<file path="src/rtl/divisor_pkg.sv">
// -----------------------------------------------------------------------------
// divisor_pkg
// Shared definitions for the divider dispatcher: default operand width and
// queue depth, and the dispatcher FSM state encoding.
// -----------------------------------------------------------------------------
package divisor_pkg;

   localparam int TAMANYO_DEF = 32;   // operand/result width in bits
   localparam int PROF_DEF    = 4;    // operand queue depth (power of two, >= 2)

   typedef enum logic [1:0] {
      REPOSO   = 2'd0,   // idle, waiting for a queued pair
      ARRANQUE = 2'd1,   // Start held high until the divider reports Done
      LIBERA   = 2'd2,   // Start released, waiting for Done to fall
      ENTREGA  = 2'd3    // result presented until the consumer takes it
   } estado_desp_t;

endpackage

</file>
<file path="src/rtl/fifo_operandos.sv">
// -----------------------------------------------------------------------------
// fifo_operandos
// PROF-entry queue of {numerator, denominator} pairs.
//   clk, rst_n          : clock, asynchronous active-low reset (empties queue)
//   push, push_num/den  : write request and data; ignored while full
//   pop                 : read request; ignored while empty
//   head_num/head_den   : current head entry (valid while empty=0)
//   full, empty         : queue status, decoded from the pointers only
// A push is visible to the reader one cycle later because empty is derived
// from the registered write pointer; there is no bypass path.
// -----------------------------------------------------------------------------
module fifo_operandos
   import divisor_pkg::*;
#(
   parameter int tamanyo = TAMANYO_DEF,
   parameter int PROF    = PROF_DEF
)(
   input  logic               clk,
   input  logic               rst_n,
   input  logic               push,
   input  logic [tamanyo-1:0] push_num,
   input  logic [tamanyo-1:0] push_den,
   input  logic               pop,
   output logic [tamanyo-1:0] head_num,
   output logic [tamanyo-1:0] head_den,
   output logic               full,
   output logic               empty
);

   localparam int AW = $clog2(PROF);

   // One extra pointer bit separates the full and empty cases when the
   // low (address) bits coincide.
   logic [AW:0]          wr_ptr_q, wr_ptr_d;
   logic [AW:0]          rd_ptr_q, rd_ptr_d;
   logic [2*tamanyo-1:0] mem_q [PROF];
   logic                 do_push;
   logic                 do_pop;

   assign full  = (wr_ptr_q[AW] != rd_ptr_q[AW]) &&
                  (wr_ptr_q[AW-1:0] == rd_ptr_q[AW-1:0]);
   assign empty = (wr_ptr_q == rd_ptr_q);

   // Full blocks a push even if a pop frees a slot in the same cycle.
   assign do_push = push && !full;
   assign do_pop  = pop && !empty;

   always_comb begin
      wr_ptr_d = wr_ptr_q + (AW+1)'(do_push);
      rd_ptr_d = rd_ptr_q + (AW+1)'(do_pop);
   end

   always_ff @(posedge clk or negedge rst_n) begin
      if (!rst_n) begin
         wr_ptr_q <= '0;
         rd_ptr_q <= '0;
      end else begin
         wr_ptr_q <= wr_ptr_d;
         rd_ptr_q <= rd_ptr_d;
      end
   end

   // Storage carries no reset; the pointers alone define the contents.
   always_ff @(posedge clk) begin
      if (do_push) begin
         mem_q[wr_ptr_q[AW-1:0]] <= {push_num, push_den};
      end
   end

   assign {head_num, head_den} = mem_q[rd_ptr_q[AW-1:0]];

endmodule

</file>
<file path="src/rtl/despachador_divisor.sv">
// -----------------------------------------------------------------------------
// despachador_divisor
// Queues signed operand pairs and feeds them one at a time to an external
// divider using a Start/Done handshake, then presents the result.
//   CLK, RSTa              : clock, asynchronous active-low reset
//   in_valid/in_ready      : operand pair input handshake (in_num, in_den)
//   Start, Num, Den        : request and operands to the divider
//   Done, Coc, Res         : divider completion and quotient/remainder
//   out_valid/out_ready    : result output handshake
//   out_coc, out_res       : registered quotient/remainder
//   out_div0               : result comes from a zero denominator
// Zero denominators never reach the divider: the result is synthesised
// locally as quotient 0, remainder = numerator.
// -----------------------------------------------------------------------------
module despachador_divisor
   import divisor_pkg::*;
#(
   parameter int tamanyo = TAMANYO_DEF,
   parameter int PROF    = PROF_DEF
)(
   input  logic               CLK,
   input  logic               RSTa,
   input  logic               in_valid,
   output logic               in_ready,
   input  logic [tamanyo-1:0] in_num,
   input  logic [tamanyo-1:0] in_den,
   output logic               Start,
   output logic [tamanyo-1:0] Num,
   output logic [tamanyo-1:0] Den,
   input  logic               Done,
   input  logic [tamanyo-1:0] Coc,
   input  logic [tamanyo-1:0] Res,
   output logic               out_valid,
   input  logic               out_ready,
   output logic [tamanyo-1:0] out_coc,
   output logic [tamanyo-1:0] out_res,
   output logic               out_div0
);

   estado_desp_t       estado_q, estado_d;
   logic [tamanyo-1:0] num_q, num_d;
   logic [tamanyo-1:0] den_q, den_d;
   logic [tamanyo-1:0] coc_q, coc_d;
   logic [tamanyo-1:0] res_q, res_d;
   logic               div0_q, div0_d;

   logic               fifo_pop;
   logic               fifo_full;
   logic               fifo_empty;
   logic [tamanyo-1:0] head_num;
   logic [tamanyo-1:0] head_den;

   fifo_operandos #(
      .tamanyo (tamanyo),
      .PROF    (PROF)
   ) u_fifo (
      .clk      (CLK),
      .rst_n    (RSTa),
      .push     (in_valid),
      .push_num (in_num),
      .push_den (in_den),
      .pop      (fifo_pop),
      .head_num (head_num),
      .head_den (head_den),
      .full     (fifo_full),
      .empty    (fifo_empty)
   );

   always_comb begin
      estado_d = estado_q;
      num_d    = num_q;
      den_d    = den_q;
      coc_d    = coc_q;
      res_d    = res_q;
      div0_d   = div0_q;
      fifo_pop = 1'b0;

      case (estado_q)
         // out_valid is low by construction here, so a non-empty queue is
         // the only condition for taking the next pair.
         REPOSO: begin
            if (!fifo_empty) begin
               fifo_pop = 1'b1;
               num_d    = head_num;
               den_d    = head_den;
               if (head_den != '0) begin
                  estado_d = ARRANQUE;
               end else begin
                  coc_d    = '0;
                  res_d    = head_num;
                  div0_d   = 1'b1;
                  estado_d = ENTREGA;
               end
            end
         end
         ARRANQUE: begin
            if (Done) begin
               coc_d    = Coc;
               res_d    = Res;
               div0_d   = 1'b0;
               estado_d = LIBERA;
            end
         end
         // Wait for the divider to drop Done so the next request cannot be
         // confused with this completion.
         LIBERA: begin
            if (!Done) begin
               estado_d = ENTREGA;
            end
         end
         ENTREGA: begin
            if (out_ready) begin
               estado_d = REPOSO;
            end
         end
         default: estado_d = REPOSO;
      endcase
   end

   always_ff @(posedge CLK or negedge RSTa) begin
      if (!RSTa) begin
         estado_q <= REPOSO;
         num_q    <= '0;
         den_q    <= '0;
         coc_q    <= '0;
         res_q    <= '0;
         div0_q   <= 1'b0;
      end else begin
         estado_q <= estado_d;
         num_q    <= num_d;
         den_q    <= den_d;
         coc_q    <= coc_d;
         res_q    <= res_d;
         div0_q   <= div0_d;
      end
   end

   // Decoded straight from the state flop so reset clears them at once.
   assign Start     = (estado_q == ARRANQUE);
   assign out_valid = (estado_q == ENTREGA);
   assign in_ready  = !fifo_full;
   assign Num       = num_q;
   assign Den       = den_q;
   assign out_coc   = coc_q;
   assign out_res   = res_q;
   assign out_div0  = div0_q;

endmodule

</file>
<file path="config.mk">
export PLATFORM = sky130hd
export DESIGN_NAME = despachador_divisor
export DESIGN_NICKNAME = d
export VERILOG_FILES = /design/src/rtl/divisor_pkg.sv /design/src/rtl/fifo_operandos.sv /design/src/rtl/despachador_divisor.sv
export SDC_FILE = /design/constraint.sdc
export NUM_CORES = 1
export LEC_CHECK = 0
export CORE_AREA = 2 2 214 216
export CTS_CLUSTER_DIAMETER = 50
export CTS_CLUSTER_SIZE = 20
export DETAILED_ROUTE_END_ITERATION = 7
export DIE_AREA = 0 0 216 218
export PLACE_DENSITY_LB_ADDON = 0.12
export SLEW_MARGIN = 25
export SYNTH_ARGS = -nofsm -noshare
export SYNTH_HDL_FRONTEND = slang
export SYNTH_SLANG_ARGS = --single-unit
</file>
<file path="constraint.sdc">
create_clock -name CLK -period 11.8 [get_ports CLK]
set_input_delay 3.54 -clock CLK [delete_from_list [all_inputs] [get_ports CLK]]
set_output_delay 3.54 -clock CLK [all_outputs]
set_load 0.005 [all_outputs]
</file>
==> impl_metrics.py, run 1 <==
metrics = {
    "placement": {
        "portBuffers": 264,
        "place_congestion": 0.7564,
        "place_worst_setup_slack_ns": 5.936,
        "dp_hpwl_mm": 28.29,
        "dpl_cell_area_sq_mm": 0.02009,
    },
    "critical_path": {
        "r2r-end": "out_coc[28]",
        "rr_startpoint": "u_fifo.rd_ptr_q[0]",
        "start_kind": "flip-flop",
        "worstRegToRegCells": 7,
        "worstSetupPathType": "flip-flop to output pin",
        "cp-end-kind": "output pin",
        "critPathLaunch": "u_fifo.rd_ptr_q[0]",
        "rrSetupSlack_ns": 7.47,
        "worstPathMaxFanout": 23,
        "cp_data_required_time_ns": 8.26,
        "crit_arrival_ns": 2.31,
        "crit_end": "in_ready",
    },
    "grt": {
        "gr-usage-met3_pct": 4.282,
        "grt_util_all_layers_pct": 19.46,
        "busiest_layer": "met2",
        "use_met1_pct": 27.19,
        "grt_pass1_vias": 10910,
        "antenna_found_initial": 1,
        "grt_util_met2_pct": 30.77,
        "grt_pass1_wl_mm": 69.37,
        "grt_max_degree": 71,
        "overflow": 0,
    },
    "clock_network": {
        "ctsResizeCount": 0,
        "ctsHoldBuffers": 0,
        "tritoncts": "yes",
        "clockRootBuffer": "clkbuf_16",
        "cts.sinks": 393,
        "numCtsBuffers": 46,
        "post-cts-setup-buffers": 0,
        "clockBufferDepth": 3,
        "htreeDepth": 2,
        "path_clk_slew_ns": 0.07,
        "clk_latency_ns": 0.57,
    },
    "floorplan": {
        "core_sq_mm": 0.04489,
        "die_height_um": 218,
        "io_pins": 265,
        "num_rows": 78,
        "start_util_pct": 37.54,
        "die_w_um": 216,
        "die-area_sq_mm": 0.04709,
    },
    "power": {
        "p_per_area_mw_per_mm2": 281.3,
        "leakage_nw": 7.753,
        "ir_drop_v": 0.0001605,
    },
    "sta": {
        "finalWorstSetupSlack_ns": 5.948,
        "setup_viol": 0,
        "period_share_pct": 49.60,
        "finalHoldViolations": 0,
        "max_freq_mhz": 170.9,
        "finalClockSkew_ns": 0.01596,
        "worst_pin_slew_ns": 0.8798,
        "rsz0062_at_grt": "no",
        "maxSlewViolCount": 0,
        "fin_crit_ns": 5.852,
        "slew-limit-headroom_pct": 41.21,
        "finalSetupTns_ns": 0,
    },
    "logic_synthesis": {
        "synth_edf_count": 256,
        "synth-async-reset-ratio_pct": 34.86,
        "yosysWarnings": 0,
        "ys_seq_elements": 393,
        "synth_ff_type": "edfxtp_1",
        "synth_area_per_cell_sq_um": 15.07,
        "synth_cell_types": 35,
        "syn_nets": 1260,
        "synth_area_sq_mm": 0.01685,
        "syn_inst": 1118,
        "yosysSeqAreaShare_pct": 65.96,
    },
    "final_layout": {
        "final_cell_mix": "262 x clkdlybuf4s50_1, 256 x edfxtp_1, 135 x dfrtp_1",
        "stdcell_area_sq_mm": 0.02173,
        "syn2layout_area_growth_pct": 28.93,
        "nFillCells": 3929,
        "num_antenna_cells": 0,
        "drive_gt1_share_pct": 17.83,
        "mostFrequentLayoutCell": "clkdlybuf4s50_1",
        "fin_util_pct": 48.39,
        "nNetsFinal": 1507,
    },
    "routing": {
        "vias": 10770,
        "drc": 0,
        "avgRoutedWirePerCell_um": 22.90,
        "postRouteAntennaNets": 0,
        "drtIter0Drc": 859,
        "first_pass_iters": 5,
        "routed_via_density": 5.379,
        "drt-total-wl_mm": 45.84,
    },
    "min_path": {
        "hold_class": "flip-flop to flip-flop",
    },
    "outcome": {
        "outcome": "completed",
    },
    "flow_run": {
        "drv_cap": 0,
    },
}
==> final cells by class <==
type / instances / area, sq um / area share (%)
inverters: 69 / 259.0 / 1.192
flip-flops and latches: 393 / 11120 / 51.20
clock inverters: 34 / 414.1 / 1.906
clock buffers: 51 / 1211 / 5.575
well taps: 600 / 750.7 / 3.455
multi-input cells: 569 / 5144 / 23.68
repair buffers: 286 / 2824 / 13.00
==> kinds of logic after synthesis <==
group                      Yosys count  synth area share [%]
AOI/OAI and AO/OA                  199                 8.606
and+or+nand+nor                    194                 5.777
adders and majority gates            9                0.6683
buffers and inverters              156                 3.876
muxes                              162                 14.85
DFF                                393                 65.96
xor gates and xnor gates             5                0.2599
==> routing by layer <==
metal | up-vias | share of wire (%) | routed length [um]
met2 | 336 | 47 | 21540
met1 | 5501 | 44 | 20350
met3 | 58 | 6.7 | 3084
met4 | 2 | 1.8 | 844
met5 | - | 0.028 | 13
li1 | 4872 | - | -
==> where the power goes <==
group / switching (mW) / leakage (nW) / internal [mW] / total, mW
Sequential: 0.265 / 4.01 / 1.95 / 2.21
Combinational: 1.17 / 2.95 / 1.22 / 2.39
Clock: 0.640 / 0.800 / 0.865 / 1.50
==> flip-flops by register name, indices dropped and copies added, names as in the netlist <==
| register | cells |
|---|---|
| Den | 32 |
| u_fifo.wr_ptr_q | 3 |
| out_res | 32 |
| Num | 32 |
| out_coc | 32 |
| out_div0 | 1 |
| u_fifo.mem_q | 256 |
| u_fifo.rd_ptr_q | 3 |
| estado_q | 2 |
==> stage by stage <==
step / hold slack [ns] / std cells / power, mW
4_1_cts: 0.4920 / 2002 / 6.209
3_3_place_gp: 0.4764 / 1916 / 4.619
5_1_grt: 0.5075 / 2002 / 6.471
3_5_place_dp: 0.4791 / 1917 / 4.670
2_1_floorplan: 0.4604 / 1118 / 3.635
6_report: 0.4902 / 2002 / 6.111
==> synthesized netlist by cell type, drive strengths merged, types with 3 or more instances <==
| master | count | share of area (%) |
|---|---|---|
| xor2 | 5 | 0.26 |
| nor2b | 3 | 0.11 |
| nand4 | 34 | 1.3 |
| mux2 | 64 | 4.3 |
| nor2 | 5 | 0.11 |
| o211ai | 32 | 1.4 |
| buf | 37 | 1.2 |
| nand2 | 101 | 2.3 |
| dfrtp | 137 | 20 |
| mux2i | 34 | 2.0 |
| ha | 9 | 0.67 |
| a22o | 32 | 1.7 |
| a22oi | 33 | 1.5 |
| a311o | 32 | 1.9 |
| o21ai | 65 | 1.9 |
| inv | 69 | 1.5 |
| edfxtp | 256 | 46 |
| clkbuf | 50 | 1.1 |
| nor4 | 41 | 1.6 |
| mux4 | 64 | 8.6 |
==> critical path: stages, from the launching register on <==
cell and delay, ns:
dfrtp_4 0.74, xor2_1 0.24, nor2_1 0.06, nand2_1 0.16
clkdlybuf4s50_1 0.53
==> worst min-delay path by stage <==
stage | from | end | slack, ns | depth (start not counted)
after floorplan | u_fifo.wr_ptr_q[2] | u_fifo.wr_ptr_q[2] | 0.46 | 1
after global placement | u_fifo.wr_ptr_q[2] | u_fifo.wr_ptr_q[2] | 0.48 | 1
after global routing | u_fifo.wr_ptr_q[2] | u_fifo.wr_ptr_q[2] | 0.51 | 1
after CTS | u_fifo.wr_ptr_q[2] | u_fifo.wr_ptr_q[2] | 0.49 | 1
final | u_fifo.rd_ptr_q[2] | u_fifo.rd_ptr_q[2] | 0.49 | 1
after detailed placement | u_fifo.rd_ptr_q[2] | u_fifo.rd_ptr_q[2] | 0.48 | 1
Power figures use the tool's default switching activity.
==> run 2: changes to the inputs <==
Clock period 11.8 ns to 5.8 ns, I/O delays scaled along.
==> run 2 against run 1 <==
Critical path depth unchanged. Setup slack got worse by 4.5 ns. Register-to-register slack got worse by 5.6 ns. Clock power increased by 91%. Final cell count decreased by 0.15%. Sequential share of layout area increased by 0.18 points. Wire length increased by 1.5%. Total power increased by 100%. Sequential power increased by 110%. Utilization decreased by 0.17 points.
==> impl_metrics.py, run 2 (same netlist as run 1, synthesis figures left out) <==
metrics = {
    "outcome": {
        "outcome": "completed",
    },
    "power": {
        "internal_power_mw": 8.117,
        "p_per_area_mw_per_mm2": 565.5,
        "ir_drop_v": 0.0002359,
        "leakage_nw": 7.708,
        "pwr-share-comb_pct": 38.7,
        "pwr-share-seq_pct": 37.8,
        "switchingPower_mw": 4.126,
        "swShare_pct": 33.70,
        "power.total_mw": 12.24,
        "p_clk_share_pct": 23.4,
    },
    "critical_path": {
        "crit_arrival_ns": 2.56,
        "start_kind": "flip-flop",
        "r2r-end": "out_coc[8]",
        "cp-end-kind": "output pin",
        "worstSetupPathType": "flip-flop to output pin",
        "rr_startpoint": "u_fifo.rd_ptr_q[0]",
        "rrSetupSlack_ns": 1.86,
        "worstRegToRegCells": 6,
        "critPathLaunch": "u_fifo.rd_ptr_q[0]",
        "worstPathMaxFanout": 45,
        "cp_data_required_time_ns": 4.06,
        "crit_end": "in_ready",
    },
    "grt": {
        "grt_pass1_vias": 10910,
        "grt_max_degree": 75,
        "grt_util_all_layers_pct": 19.56,
        "antenna_found_initial": 3,
        "grt_pass1_wl_mm": 69.60,
        "overflow": 0,
    },
    "sta": {
        "finalHoldViolations": 0,
        "finalWorstSetupSlack_ns": 1.495,
        "setup_viol": 0,
        "rsz0062_at_grt": "no",
        "max_freq_mhz": 232.3,
        "worst_pin_slew_ns": 0.9611,
        "maxSlewViolCount": 0,
        "period_share_pct": 74.22,
        "slew-limit-headroom_pct": 35.79,
        "finalClockSkew_ns": 0.01740,
        "fin_crit_ns": 4.305,
    },
    "routing": {
        "routed_via_density": 5.389,
        "drc": 0,
        "drtIter0Drc": 855,
        "avgRoutedWirePerCell_um": 23.27,
        "vias": 10770,
        "drt-total-wl_mm": 46.53,
        "first_pass_iters": 5,
        "postRouteAntennaNets": 0,
    },
    "clock_network": {
        "cts.sinks": 393,
        "clk_latency_ns": 0.57,
        "path_clk_slew_ns": 0.06,
        "post-cts-setup-buffers": 0,
        "clockRootBuffer": "clkbuf_16",
        "numCtsBuffers": 42,
        "clockBufferDepth": 3,
        "ctsHoldBuffers": 0,
        "ctsResizeCount": 0,
        "htreeDepth": 2,
        "tritoncts": "yes",
    },
    "floorplan": {
        "die_w_um": 216,
        "die_height_um": 218,
        "die-area_sq_mm": 0.04709,
        "start_util_pct": 37.54,
        "core_sq_mm": 0.04489,
        "num_rows": 78,
        "io_pins": 265,
    },
    "final_layout": {
        "final_cells": 1999,
        "syn2layout_area_growth_pct": 28.48,
        "nNetsFinal": 1506,
        "nFillCells": 3905,
        "final_cell_mix": "262 x clkdlybuf4s50_1, 256 x edfxtp_1, 135 x dfrtp_1",
        "multi_input_area_sq_mm": 0.005144,
        "mostFrequentLayoutCell": "clkdlybuf4s50_1",
        "largest_reg_flops": 256,
        "regArea_sq_mm": 0.01112,
        "drive_gt1_share_pct": 17.38,
    },
    "placement": {
        "place_worst_setup_slack_ns": 1.777,
        "portBuffers": 264,
        "dp_cells": 1918,
        "dp_hpwl_mm": 29.21,
        "place_congestion": 0.7428,
    },
    "min_path": {
        "hold_class": "flip-flop to flip-flop",
    },
    "flow_run": {
        "drv_cap": 0,
    },
}
## run 2: cell count changes in the layout (fill, tap and decap cells not counted), sizes merged
| cell | change |
|---|---|
| buf | +3 |
| clkinv | +2 |
| diode | +1 |
| inv | -9 |
## run 2: layout make-up
class	count	area share (%)
sequential	393	51.38
multi-input combinational	569	23.76
timing repair buffer	289	13.26
clock buffer	51	5.351
tap	600	3.467
clock inverter	27	1.578
inverter	69	1.196
antenna	1	0.01156
## run 2: through the flow
| step | hold WS (ns) | utilization (%) | setup TNS (ns) | area (sq um) |
|---|---|---|---|---|
| floorplan | 0.4604 | - | -225.73 | 16850 |
| finish | 0.4875 | 48.23 | 0 | 21650 |
| global route | 0.4985 | 48.22 | 0 | 21650 |
| global placement | 0.4756 | 44.77 | 0 | 20100 |
| CTS | 0.4880 | 48.12 | 0 | 21600 |
| detailed placement | 0.4756 | 44.77 | 0 | 20100 |
## run 2: worst min path at each step
stage | start | end | depth (start not counted)
3_5_place_dp | u_fifo.wr_ptr_q[2] | u_fifo.wr_ptr_q[2] | 1
6_report | u_fifo.wr_ptr_q[2] | u_fifo.wr_ptr_q[2] | 1
5_1_grt | u_fifo.wr_ptr_q[2] | u_fifo.wr_ptr_q[2] | 1
4_1_cts | u_fifo.wr_ptr_q[2] | u_fifo.wr_ptr_q[2] | 1
3_3_place_gp | u_fifo.wr_ptr_q[2] | u_fifo.wr_ptr_q[2] | 1
2_1_floorplan | u_fifo.wr_ptr_q[2] | u_fifo.wr_ptr_q[2] | 1
## run 2: power by group through the flow
stage          Sequential (mW)  Clock (mW)  Combinational (mW)
2_1_floorplan             4.45           0                2.94
3_3_place_gp              4.69           0                4.70
3_5_place_dp              4.71           0                4.77
4_1_cts                   4.66        2.96                4.78
5_1_grt                   4.75        3.06                5.14
6_report                  4.63        2.87                4.74
## run 2: worst max-delay path, cell delays in order (launching register included)
cell and delay (ns):
dfrtp_4 1.01, xor2_1 0.25, nor2_1 0.06, nand2_1 0.14, clkdlybuf4s50_1 0.53
## run 2: layer usage
layer | share of wire [%] | up-vias | wire length (um) | global-route usage (%)
li1 | - | 4838 | - | -
met1 | 45 | 5515 | 20780 | 27.50
met2 | 47 | 350 | 21890 | 30.92
met3 | 5.8 | 65 | 2684 | 3.417
met4 | 2.5 | 4 | 1144 | 6.461
met5 | 0.054 | - | 25 | 0
==> run 3: changes to the inputs <==
Clock period 5.8 ns to 4.2 ns, I/O delays scaled along.
==> run 3 against run 2 <==
Via count grew 0.99%. Critical path depth grew 1. Final area shrank 0.29%. Clock skew grew 0.00077 ns. Sequential cell count is the same. Sequential power grew 37%.
==> impl_metrics.py, run 3 (same netlist as run 1, synthesis figures left out) <==
metrics = {
    "clock_network": {
        "cts.sinks": 393,
        "htreeDepth": 2,
        "ctsHoldBuffers": 0,
        "tritoncts": "yes",
        "clockRootBuffer": "clkbuf_16",
        "clk_latency_ns": 0.56,
        "path_clk_slew_ns": 0.08,
        "ctsResizeCount": 0,
        "numCtsBuffers": 40,
        "clockBufferDepth": 3,
        "post-cts-setup-buffers": 0,
    },
    "critical_path": {
        "r2r-end": "out_coc[2]",
        "worstPathMaxFanout": 25,
        "cp_data_required_time_ns": 2.94,
        "critPathLaunch": "u_fifo.rd_ptr_q[0]",
        "worstRegToRegCells": 8,
        "worstSetupPathType": "flip-flop to output pin",
        "rrSetupSlack_ns": 0.73,
        "rr_startpoint": "u_fifo.rd_ptr_q[0]",
        "cp-end-kind": "output pin",
        "crit_end": "in_ready",
        "start_kind": "flip-flop",
        "crit_arrival_ns": 2.51,
    },
    "floorplan": {
        "io_pins": 265,
        "num_rows": 78,
        "core_sq_mm": 0.04489,
        "die_w_um": 216,
        "die_height_um": 218,
        "start_util_pct": 37.54,
        "die-area_sq_mm": 0.04709,
    },
    "routing": {
        "drc": 0,
        "vias": 10880,
        "drt-total-wl_mm": 47.03,
        "routed_via_density": 5.434,
        "first_pass_iters": 5,
        "avgRoutedWirePerCell_um": 23.49,
        "postRouteAntennaNets": 0,
        "drtIter0Drc": 1019,
    },
    "sta": {
        "worst_pin_slew_ns": 0.8620,
        "maxSlewViolCount": 0,
        "finalSetupTns_ns": 0,
        "finalClockSkew_ns": 0.01817,
        "max_freq_mhz": 265.3,
        "slew-limit-headroom_pct": 42.53,
        "rsz0062_at_grt": "no",
        "fin_crit_ns": 3.769,
        "finalWorstSetupSlack_ns": 0.4305,
        "finalHoldViolations": 0,
        "setup_viol": 0,
        "hold_ws_ns": 0.4868,
        "period_share_pct": 89.75,
    },
    "final_layout": {
        "final_cell_mix": "262 x clkdlybuf4s50_1, 256 x edfxtp_1, 135 x dfrtp_1",
        "nNetsFinal": 1513,
        "final_cells": 2002,
        "largest_reg_flops": 256,
        "multi_input_area_sq_mm": 0.005157,
        "nFillCells": 3891,
        "syn2layout_area_growth_pct": 28.10,
        "regArea_sq_mm": 0.01112,
        "mostFrequentLayoutCell": "clkdlybuf4s50_1",
        "drive_gt1_share_pct": 17.77,
    },
    "placement": {
        "dp_hpwl_mm": 30.25,
        "dp_cells": 1929,
        "place_worst_setup_slack_ns": 0.6467,
        "place_congestion": 0.7624,
        "portBuffers": 264,
    },
    "grt": {
        "grt_util_all_layers_pct": 19.88,
        "grt_pass1_vias": 11060,
        "antenna_found_initial": 4,
        "grt_pass1_wl_mm": 70.73,
        "overflow": 0,
        "grt_max_degree": 82,
    },
    "flow_run": {
        "drv_cap": 0,
    },
    "power": {
        "ir_drop_v": 0.0003799,
        "p_per_area_mw_per_mm2": 774.9,
        "leakage_nw": 7.675,
        "power.total_mw": 16.73,
    },
    "min_path": {
        "hold_class": "flip-flop to flip-flop",
    },
    "outcome": {
        "outcome": "completed",
    },
}
==> run 3: power breakdown <==
group / total (mW) / internal (mW) / switching [mW]
logic: 6.76 / 3.49 / 3.27
registers: 6.32 / 5.47 / 0.856
clock network: 3.64 / 2.03 / 1.61
total: 16.7 / 11.0 / 5.74
==> run 3: metrics by stage <==
step,util [%],area [sq um]
6_report,48.09,21590
5_1_grt,48.08,21580
4_1_cts,48.08,21580
2_1_floorplan,-,16880
3_3_place_gp,45.07,20230
3_5_place_dp,45.07,20230
==> run 3: area by class of cell <==
| cell class | count | area share, % |
|---|---|---|
| inverter | 69 | 1.200 |
| tap | 600 | 3.478 |
| antenna | 1 | 0.01159 |
| clock buffer | 43 | 4.788 |
| clock inverter | 29 | 1.466 |
| sequential | 393 | 51.53 |
| timing repair buffer | 298 | 13.64 |
| multi-input combinational | 569 | 23.89 |
==> run 3: worst min path at each step <==
stage / startpoint / end / slack, ns / cells after the start
after floorplan: u_fifo.wr_ptr_q[2] / u_fifo.wr_ptr_q[2] / 0.46 / 1
after global placement: u_fifo.wr_ptr_q[2] / u_fifo.wr_ptr_q[2] / 0.48 / 1
after detailed placement: u_fifo.rd_ptr_q[2] / u_fifo.rd_ptr_q[2] / 0.48 / 1
after CTS: u_fifo.rd_ptr_q[2] / u_fifo.rd_ptr_q[2] / 0.49 / 1
after global routing: u_fifo.rd_ptr_q[2] / u_fifo.rd_ptr_q[2] / 0.53 / 1
final: u_fifo.rd_ptr_q[2] / u_fifo.rd_ptr_q[2] / 0.49 / 1
==> run 3: worst max-delay path, cell delays in order, from the launching register on <==
cell,delay [ns]
dfrtp_4,0.64
buf_12,0.29
xor2_1,0.22
nor2_1,0.07
nand2_1,0.17
clkdlybuf4s50_1,0.54
==> run 3: metal layers <==
layer	up-vias	share of wire [%]	track usage, %
li1	4861	-	-
met1	5644	46	28.09
met2	306	47	31.24
met3	64	5.9	4.589
met4	4	1.8	4.703
met5	-	0.057	0
